## src/rtl/uart_receiver_pkg.sv

```systemverilog
// ---------------------------------------------------------------------------
// uart_receiver_pkg
//   Shared definitions for the 8N1 UART receiver:
//   - default clock / line rate
//   - frame shape constants (data bits, stop bits)
//   - receive FSM state encoding
//   - helper to derive the clock cycles per bit
// ---------------------------------------------------------------------------
package uart_receiver_pkg;

  localparam int DEFAULT_CLOCK_FREQ = 125_000_000;
  localparam int DEFAULT_BAUD_RATE  = 115_200;

  // 8N1 frame: one start bit, eight data bits LSB first, one stop bit.
  localparam int DATA_BITS = 8;
  localparam int STOP_BITS = 1;

  typedef enum logic [1:0] {
    ST_IDLE  = 2'd0,
    ST_START = 2'd1,
    ST_DATA  = 2'd2,
    ST_STOP  = 2'd3
  } rx_state_e;

  // Whole clock cycles per bit; integer division on purpose.
  function automatic int cycles_per_bit(input int clock_freq, input int baud_rate);
    return clock_freq / baud_rate;
  endfunction

endpackage

```

## src/rtl/uart_receiver_sync.sv

```systemverilog
// ---------------------------------------------------------------------------
// uart_receiver_sync
//   Two-flop synchronizer for asynchronous inputs. Both stages reset to
//   RESET_VAL so an idle-high line does not look like a start bit while
//   the receiver comes out of reset.
// Ports
//   clk_i  in          destination clock
//   rst_i  in          asynchronous active-high reset
//   d_i    in  WIDTH   asynchronous input
//   q_o    out WIDTH   synchronized output (two cycles of latency)
// ---------------------------------------------------------------------------
module uart_receiver_sync #(
  parameter int WIDTH     = 1,
  parameter bit RESET_VAL = 1'b1
) (
  input  logic             clk_i,
  input  logic             rst_i,
  input  logic [WIDTH-1:0] d_i,
  output logic [WIDTH-1:0] q_o
);

  logic [WIDTH-1:0] meta_q;
  logic [WIDTH-1:0] sync_q;

  always_ff @(posedge clk_i or posedge rst_i) begin
    if (rst_i) begin
      meta_q <= {WIDTH{RESET_VAL}};
      sync_q <= {WIDTH{RESET_VAL}};
    end else begin
      meta_q <= d_i;
      sync_q <= meta_q;
    end
  end

  assign q_o = sync_q;

endmodule

```

## src/rtl/uart_receiver.sv

```systemverilog
// ---------------------------------------------------------------------------
// uart_receiver
//   8N1 serial-to-parallel UART receiver. Incoming bytes are presented on
//   data_out with a valid/ready handshake; framing errors and overruns are
//   reported as single-cycle pulses.
//
//   Handshake: data_out_valid is a registered output and never depends on
//   data_out_ready combinationally. A byte is consumed at any rising clk
//   edge where data_out_valid and data_out_ready are both 1; valid drops in
//   the following cycle. data_out holds steady while valid is 1, except
//   when a newer byte overwrites an unconsumed one (overrun).
//
//   The receive FSM state is held in state_q (rx_state_e) for observation.
// Ports
//   clk             in   system clock
//   rst             in   asynchronous active-high reset
//   serial_in       in   raw RX line, idle high, asynchronous to clk
//   data_out        out  [7:0] received byte, bit 0 = first data bit
//   data_out_valid  out  data_out holds an unconsumed byte
//   data_out_ready  in   consumer accepts the byte at a valid&ready edge
//   frame_error     out  1-cycle pulse: stop bit sampled as 0
//   overrun         out  1-cycle pulse: unconsumed byte was overwritten
// ---------------------------------------------------------------------------
module uart_receiver
  import uart_receiver_pkg::*;
#(
  parameter int CLOCK_FREQ = DEFAULT_CLOCK_FREQ,
  parameter int BAUD_RATE  = DEFAULT_BAUD_RATE
) (
  input  logic                 clk,
  input  logic                 rst,
  input  logic                 serial_in,
  output logic [DATA_BITS-1:0] data_out,
  output logic                 data_out_valid,
  input  logic                 data_out_ready,
  output logic                 frame_error,
  output logic                 overrun
);

  localparam int SYMBOL_EDGE_TIME = cycles_per_bit(CLOCK_FREQ, BAUD_RATE);
  localparam int SAMPLE_TIME      = SYMBOL_EDGE_TIME / 2;
  localparam int CNT_W            = $clog2(SYMBOL_EDGE_TIME);
  localparam int BIT_W            = $clog2(DATA_BITS);

  // Counters run 0..N-1 and the sample is taken on the last count.
  localparam logic [CNT_W-1:0] SYMBOL_LAST = CNT_W'(SYMBOL_EDGE_TIME - 1);
  localparam logic [CNT_W-1:0] SAMPLE_LAST = CNT_W'(SAMPLE_TIME - 1);
  localparam logic [BIT_W-1:0] LAST_BIT    = BIT_W'(DATA_BITS - 1);

  logic rx_s;

  rx_state_e            state_q,     state_d;
  logic [CNT_W-1:0]     cycle_cnt_q, cycle_cnt_d;
  logic [BIT_W-1:0]     bit_cnt_q,   bit_cnt_d;
  logic [DATA_BITS-1:0] shift_q,     shift_d;
  logic [DATA_BITS-1:0] data_q,      data_d;
  logic                 valid_q,     valid_d;
  logic                 frame_err_q, frame_err_d;
  logic                 overrun_q,   overrun_d;

  uart_receiver_sync #(
    .WIDTH     (1),
    .RESET_VAL (1'b1)
  ) u_rx_sync (
    .clk_i (clk),
    .rst_i (rst),
    .d_i   (serial_in),
    .q_o   (rx_s)
  );

  always_ff @(posedge clk or posedge rst) begin
    if (rst) begin
      state_q     <= ST_IDLE;
      cycle_cnt_q <= '0;
      bit_cnt_q   <= '0;
      shift_q     <= '0;
      data_q      <= '0;
      valid_q     <= 1'b0;
      frame_err_q <= 1'b0;
      overrun_q   <= 1'b0;
    end else begin
      state_q     <= state_d;
      cycle_cnt_q <= cycle_cnt_d;
      bit_cnt_q   <= bit_cnt_d;
      shift_q     <= shift_d;
      data_q      <= data_d;
      valid_q     <= valid_d;
      frame_err_q <= frame_err_d;
      overrun_q   <= overrun_d;
    end
  end

  always_comb begin
    state_d     = state_q;
    cycle_cnt_d = cycle_cnt_q;
    bit_cnt_d   = bit_cnt_q;
    shift_d     = shift_q;
    data_d      = data_q;
    valid_d     = valid_q;
    frame_err_d = 1'b0;
    overrun_d   = 1'b0;

    // Consumer takes the byte; a byte completing on the same edge below
    // overrides this and keeps valid asserted.
    if (valid_q && data_out_ready) begin
      valid_d = 1'b0;
    end

    case (state_q)
      ST_IDLE: begin
        cycle_cnt_d = '0;
        bit_cnt_d   = '0;
        if (!rx_s) begin
          state_d = ST_START;
        end
      end

      ST_START: begin
        if (cycle_cnt_q == SAMPLE_LAST) begin
          cycle_cnt_d = '0;
          // Line back high at the start-bit centre: treat as a glitch.
          state_d     = rx_s ? ST_IDLE : ST_DATA;
        end else begin
          cycle_cnt_d = cycle_cnt_q + CNT_W'(1);
        end
      end

      ST_DATA: begin
        if (cycle_cnt_q == SYMBOL_LAST) begin
          cycle_cnt_d = '0;
          // LSB arrives first, so shift in from the top.
          shift_d     = {rx_s, shift_q[DATA_BITS-1:1]};
          if (bit_cnt_q == LAST_BIT) begin
            bit_cnt_d = '0;
            state_d   = ST_STOP;
          end else begin
            bit_cnt_d = bit_cnt_q + BIT_W'(1);
          end
        end else begin
          cycle_cnt_d = cycle_cnt_q + CNT_W'(1);
        end
      end

      ST_STOP: begin
        if (cycle_cnt_q == SYMBOL_LAST) begin
          cycle_cnt_d = '0;
          // Returning to IDLE half a bit early lets a back-to-back start
          // bit be detected on its falling edge.
          state_d     = ST_IDLE;
          if (rx_s) begin
            data_d    = shift_q;
            valid_d   = 1'b1;
            overrun_d = valid_q && !data_out_ready;
          end else begin
            frame_err_d = 1'b1;
          end
        end else begin
          cycle_cnt_d = cycle_cnt_q + CNT_W'(1);
        end
      end

      default: begin
        state_d     = ST_IDLE;
        cycle_cnt_d = '0;
        bit_cnt_d   = '0;
      end
    endcase
  end

  assign data_out       = data_q;
  assign data_out_valid = valid_q;
  assign frame_error    = frame_err_q;
  assign overrun        = overrun_q;

endmodule

```

## config.mk

```make
export PLATFORM = sky130hd
export DESIGN_NAME = uart_receiver
export DESIGN_NICKNAME = d
export VERILOG_FILES = /design/src/rtl/uart_receiver_pkg.sv /design/src/rtl/uart_receiver_sync.sv /design/src/rtl/uart_receiver.sv
export SDC_FILE = /design/constraint.sdc
export NUM_CORES = 1
export LEC_CHECK = 0
export ABC_AREA = 1
export BUFFER_PORTS_ARGS = -buffer_cell sky130_fd_sc_hd__buf_4
export CORE_MARGIN = 3
export CORE_UTILIZATION = 58
export CTS_CLUSTER_DIAMETER = 80
export DETAILED_ROUTE_END_ITERATION = 16
export PLACE_DENSITY = 0.78
export SLEW_MARGIN = 20
export SYNTH_ARGS = -nofsm -noshare
export SYNTH_HDL_FRONTEND = slang
export SYNTH_HIERARCHICAL = 1
export SYNTH_SLANG_ARGS = --single-unit
```

## constraint.sdc

```tcl
create_clock -name clk -period 1.9 [get_ports clk]
set_input_delay 0.19 -clock clk [delete_from_list [all_inputs] [get_ports clk]]
set_output_delay 0.19 -clock clk [all_outputs]
set_load 0.005 [all_outputs]
```

==> results.json, run 1 <==
{
  "r2r-start": "cycle_cnt_q[0]",
  "design_area_um2": 2027,
  "dieArea_um2": 3739,
  "clock_skew_ns": 0.01069,
  "fin_cells": 262,
  "wl_per_cell_um": 12.01,
  "finalHoldViolations": 0,
  "fin_tns_setup_ns": 0,
  "dp_hpwl_um": 2355,
  "grt_max_degree": 36,
  "status": "completed",
  "cp-start-kind": "flop",
  "grt_pass1_wl_um": 5388,
  "utilization": 0.7165,
  "powerDensity_nw_per_um2": 735.3,
  "cts.sinks": 37,
  "setup_violations": 0,
  "ios": 15,
  "worstSkewPairLatency_ns": 0.35,
  "drt.antenna.violating_nets": 0,
  "seq_area_um2": 928.4,
  "core_area_um2": 2829,
  "crit_required_ns": 2.14,
  "ys_async_sr_fraction": 1.000,
  "syn_nets": 216,
  "max_freq_ghz": 0.6294,
  "grt_setup_unrepaired": "false",
  "cp_max_fo": 9,
  "ys_seq_elements": 37,
  "arrival_ns": 1.83,
  "timing.rr.end": "data_out[1]",
  "final_net_count": 239,
  "synth_area_leaders": "dfrtp_1 50%, nand2_1 14%, nand3_1 5.7%",
  "grt_pass1_vias": 1206,
  "period_needed_ns": 1.589,
  "syn_area_um2": 1764,
  "synthCells": 207,
  "cts.root.buffer_cell": "clkbuf_4",
  "ys_types": 25,
  "gp_congestion": 0.8124,
  "reg2reg_slack_ns": 0.31,
  "drive_above_1_share": 0.1905,
  "final_cell_mix": "68 x nand2_1, 35 x dfrtp_1, 21 x nor2_1, 20 x nand3_1, 18 x inv_1",
  "yosys_warnings": 6,
  "worst_pin_slew_ns": 0.4193,
  "multi_input_area_um2": 737.0,
  "syn2layout_area_growth_pct": 14.89,
  "ys_seq_area_frac": 0.5262,
  "drtPass1Iterations": 4,
  "leakage_nw": 1.083,
  "place_inst": 252,
  "max_cap_viol_count": 0,
  "cts_buffers": 5,
  "reg2regPathDepth": 9,
  "synth_edf_count": 0,
  "cp-endpoint": "data_out[1]",
  "routed_wl_um": 3146,
  "setup_slack_ns": 0.3113,
  "clk_path_buf_depth": 2,
  "place_area_um2": 1904,
  "hold_class": "in2reg",
  "final.period_utilization": 0.8362,
  "cts_tree": "built",
  "place_ws_ns": 0.3156,
  "fillers": 239,
  "grt-ovfl-total": 0,
  "slew_viol_final": 0,
  "die_h_um": 61.15,
  "drc_errors": 0,
  "yosysTopAreaCellShare": 0.4965,
  "antenna_found_initial": 0,
  "vias_per_cell": 5.118,
  "syn_avg_cell_area_um2": 8.523,
  "grtUsageTotal": 0.2010,
  "path_class": "reg2reg",
  "ys.flop_type": "dfrtp_1",
  "portBuffers": 14,
  "rows": 19,
  "crit_start": "cycle_cnt_q[0]",
  "yosysTopAreaCell": "dfrtp_1",
  "dr.first_iter.drc_count": 69,
  "relSlewSlack": 0.7205,
  "mostFrequentLayoutCell": "nand2_1",
  "start_util": 0.6236,
  "vias": 1341,
  "insertedDiodeCount": 0,
  "ctsHtreeMaxLevel": 2,
  "die_x_um": 61.15,
  "endpoint_kind": "flop",
  "vdd_drop_max_mv": 0.7778,
  "clk_pin_slew_worst_paths_ns": 0.11
}
how the worst min path moves through the flow:
stage	from	endpoint	slack, ns	cells after the start
after floorplan	rst	u_rx_sync/meta_q	0.10	1
after global placement	rst	u_rx_sync/meta_q	0.23	2
after detailed placement	rst	u_rx_sync/meta_q	0.23	2
after CTS	data_out_ready	overrun	0.09	4
after global routing	data_out_ready	overrun	0.12	4
final	data_out_ready	overrun	0.11	4
synthesized netlist by cell type (3+ instances only):
cell type,count
o21ai_0,7
ha_1,5
nand3_1,20
xor2_1,3
nor2_2,4
nand2_2,5
nand2_1,68
nor2_1,21
inv_1,18
dfrtp_1,35
per-layer routing:
| layer | share of wire | global-route usage | up-vias |
|---|---|---|---|
| met5 | 0 | 0 | - |
| met4 | 0.017 | 0.08050 | 0 |
| met3 | 0.042 | 0.07547 | 6 |
| met2 | 0.47 | 0.3051 | 22 |
| met1 | 0.47 | 0.2597 | 617 |
| li1 | - | - | 696 |
where the power goes:
part           switching [mW]  internal [mW]  total, mW
sequential            0.00171          0.791      0.793
clock                   0.263          0.407      0.670
combinational          0.0191        0.00877     0.0278
sequential cells by signal, indices dropped and copies added, names as in the netlist, named ones only:
register          cells
bit_cnt_q             3
u_rx_sync/q_o         1
data_out              8
cycle_cnt_q          11
shift_q               8
data_out_valid        1
frame_error           1
overrun               1
u_rx_sync/meta_q      1
state_q               1
worst max-delay path: stages, from the launching register on:
cell	delay, ns
dfrtp_1	0.43
inv_1	0.09
ha_1	0.17
nand3_1	0.11
nor2_2	0.14
nand2_2	0.10
inv_4	0.12
nand3b_2	0.18
nand2_1	0.10
nand2_1	0.06
per-stage QoR:
stage          power (mW)  hold WS, ns
2_1_floorplan      0.8221       0.1015
3_3_place_gp       0.8331       0.2255
3_5_place_dp       0.8339       0.2345
4_1_cts             1.514      0.09296
5_1_grt             1.559       0.1199
6_report            1.491       0.1130
final cells by class:
| class | instances | share of cell area |
|---|---|---|
| clock buffer | 5 | 0.01852 |
| clock inverter | 3 | 0.03210 |
| inverter | 22 | 0.04321 |
| multi-input combinational | 147 | 0.3636 |
| sequential | 37 | 0.4580 |
| tap | 31 | 0.01914 |
| timing repair buffer | 17 | 0.06543 |
cell families after synthesis:
family	count (synthesis)	synth area share
xor gates and xnor gates	5	0.02483
adders and majority gates	5	0.03546
AOI/OAI and AO/OA	9	0.02766
DFF	37	0.5262
and+or+nand+nor	128	0.3298
buffers and inverters	23	0.05602
timing repair:
item | 4_1_cts | 5_1_grt
hold endpoints to repair | 38 | 0
hold buffers | 2 | 0
setup buffers | 0 | 0
resized for setup | 0 | 0
(Power assumes the default switching activity.)
==> run 2: changes to the inputs <==
--- a/config.mk
+++ b/config.mk
@@ -5,7 +5,7 @@
 export SDC_FILE = /design/constraint.sdc
 export NUM_CORES = 1
 export LEC_CHECK = 0
-export ABC_AREA = 1
+export ABC_AREA = 0
 export BUFFER_PORTS_ARGS = -buffer_cell sky130_fd_sc_hd__buf_4
 export CORE_MARGIN = 3
 export CORE_UTILIZATION = 58
==> constraint.sdc (replaced) <==
create_clock -name clk -period 1.5 [get_ports clk]
set_input_delay 0.15 -clock clk [delete_from_list [all_inputs] [get_ports clk]]
set_output_delay 0.15 -clock clk [all_outputs]
set_load 0.005 [all_outputs]
==> results.json, run 2 <==
{
  "status": "finished with violations",
  "violations": "setup timing",
  "vdd_drop_max_mv": 0.8251,
  "syn_nets": 154,
  "cts.root.buffer_cell": "clkbuf_4",
  "clock_skew_ns": 0.01143,
  "portBuffers": 14,
  "grt_max_degree": 36,
  "reg2reg_slack_ns": -0.36,
  "cp_max_fo": 8,
  "endpoint_kind": "flop",
  "place_inst": 224,
  "power.internal_mw": 1.194,
  "synth_commonest_cells": "35 x dfrtp_1, 16 x mux2_2, 8 x inv_1, 8 x nand3_1, 7 x nand2_1",
  "synthMuxAreaShare": 0.1146,
  "largest_reg_flops": 11,
  "synth_top_family_by_area": "simple AND/OR/NAND/NOR gates",
  "synthSimpleGateAreaFrac": 0.1577,
  "arrival_ns": 2.10,
  "grtUsageTotal": 0.2900,
  "cts_buffers": 5,
  "syn2layout_area_growth_pct": 43.42,
  "synth_edf_count": 0,
  "design_area_um2": 2537,
  "routed_wl_um": 5177,
  "vias_per_cell": 6.398,
  "worstSkewPairLatency_ns": 0.35,
  "yosysTopAreaCellShare": 0.4950,
  "crit_start": "cycle_cnt_q[0]",
  "dp_hpwl_um": 2758,
  "grt_pass1_wl_um": 7707,
  "drc_errors": 0,
  "ys_seq_elements": 37,
  "rows": 19,
  "synth_fa_ha_area_frac": 0.03536,
  "clk_path_buf_depth": 2,
  "period_needed_ns": 1.856,
  "powerDensity_nw_per_um2": 610.8,
  "timing.rr.end": "data_out[3]",
  "grt_setup_unrepaired": "true",
  "die_x_um": 61.23,
  "cts.sinks": 37,
  "dieArea_um2": 3749,
  "setup_violations": 32,
  "synth_area_leaders": "dfrtp_1 50%, mux2_2 10%, ha_1 3.5%",
  "final_net_count": 221,
  "drt.antenna.violating_nets": 0,
  "slew_viol_final": 0,
  "p_seq_frac": 0.648,
  "ys_seq_area_frac": 0.5248,
  "synthCells": 145,
  "ys.flop_type": "dfrtp_1",
  "cts_tree": "built",
  "antenna_found_initial": 0,
  "core_area_um2": 2829,
  "hold_path_end": "overrun",
  "setup_slack_ns": -0.3561,
  "mostFrequentLayoutCell": "buf_4",
  "reg2regPathDepth": 7,
  "fillers": 111,
  "grt_pass1_vias": 1553,
  "yosysTopAreaCell": "dfrtp_1",
  "cp-start-kind": "flop",
  "max_freq_ghz": 0.5388,
  "syn_avg_cell_area_um2": 12.20,
  "switchingPower_mw": 0.3558,
  "switching_share": 0.2296,
  "fin_cells": 244,
  "vias": 1561,
  "final.period_utilization": 1.237,
  "ys_async_sr_fraction": 1.000,
  "ios": 15,
  "yosys_warnings": 6,
  "grt-ovfl-total": 0,
  "r2r-start": "cycle_cnt_q[0]",
  "place_area_um2": 2196,
  "max_cap_viol_count": 0,
  "die_h_um": 61.23,
  "ys_types": 37,
  "yosysMostFrequentCell": "dfrtp_1",
  "finalHoldViolations": 0,
  "path_class": "reg2reg",
  "seq_area_um2": 928.4,
  "drive_above_1_share": 0.5352,
  "dr.first_iter.drc_count": 84,
  "gp_congestion": 0.8431,
  "relSlewSlack": 0.7083,
  "drtPass1Iterations": 5,
  "p_clk_frac": 0.328,
  "clk_pin_slew_worst_paths_ns": 0.11,
  "power_mw": 1.550,
  "insertedDiodeCount": 0,
  "hold_class": "in2reg",
  "pwr-share-comb": 0.025,
  "crit_required_ns": 1.74,
  "min_path_cells": 3,
  "synth_xor_area_frac": 0.01485,
  "leakage_nw": 1.191,
  "wl_per_cell_um": 21.22,
  "synth_compound_area_frac": 0.1146,
  "hp-start": "data_out_ready",
  "syn_area_um2": 1769,
  "start_util": 0.6254,
  "final_cell_mix": "54 x buf_4, 35 x dfrtp_1, 10 x buf_6, 8 x mux2_2, 8 x mux2_4",
  "multi_input_area_um2": 930.9,
  "top_register": "cycle_cnt_q",
  "ctsHtreeMaxLevel": 2,
  "worst_pin_slew_ns": 0.4375
}
run 2: per-layer routing:
layer | track usage | vias up | wire (um)
met4 | 0.1084 | 0 | 248
met2 | 0.4894 | 74 | 2508
met1 | 0.3589 | 785 | 2126
li1 | - | 680 | -
met5 | 0 | - | 0
met3 | 0.07128 | 22 | 293
run 2: worst max path at each step:
stage	to	depth (start not counted)
2_1_floorplan	shift_q[0]	5
3_3_place_gp	data_out[6]	4
3_5_place_dp	cycle_cnt_q[6]	7
4_1_cts	data_out[1]	7
5_1_grt	data_out[3]	7
6_report	data_out[3]	7
run 2: per-stage QoR:
| step | hold WS (ns) | TNS [ns] | utilization | setup slack, ns |
|---|---|---|---|---|
| 2_1_floorplan | 0.06150 | -6.022 | - | -0.3501 |
| 3_3_place_gp | 0.1837 | -6.189 | 0.7762 | -0.2454 |
| 3_5_place_dp | 0.1943 | -8.087 | 0.7762 | -0.3248 |
| 4_1_cts | 0.05848 | -6.179 | 0.8647 | -0.2569 |
| 5_1_grt | 0.06152 | -10.22 | 0.8969 | -0.4020 |
| 6_report | 0.07579 | -8.304 | 0.8969 | -0.3561 |
run 2: cells by family (layout without fill, tap and decap cells):
family / count (synthesis) / in the layout
adder cells (fa/ha/maj): 5 / 5
AO/OA/AOI/OAI: 28 / 28
flip-flops: 37 / 37
buffers and inverters: 15 / 83
multiplexers: 17 / 17
AND/OR/NAND/NOR: 40 / 40
XOR/XNOR: 3 / 3
run 2: area by class of cell:
type	count	share of cell area
multi-input cells	93	0.3669
flip-flops and latches	37	0.3659
repair buffers	67	0.2199
clock buffers	6	0.01627
well taps	31	0.01529
inverters	8	0.01183
clock inverters	2	0.003945
run 2: power by group through the flow:
stage	Combinational, mW	Clock, mW	Sequential, mW
global placement	0.0326	0	1.02
floorplan	0.0167	0	1.02
detailed placement	0.0344	0	1.02
CTS	0.0387	0.521	1.00
global route	0.0420	0.544	1.00
finish	0.0380	0.508	1.00
run 2: critical path: stages (launching register included):
cell and delay, ns:
dfrtp_1 0.42, inv_1 0.09, ha_1 0.18, nand3b_1 0.18, buf_6 0.19, nor4_4 0.14, buf_6 0.18, mux2_2 0.36
run 2: what timing repair did:
item                       in CTS  in global routing
setup buffers                   4                  6
resized for setup              36                  8
setup endpoints to repair      32                 33
pin swaps                      16                 10
hold endpoints to repair       38                  0
hold buffers                    2                  0
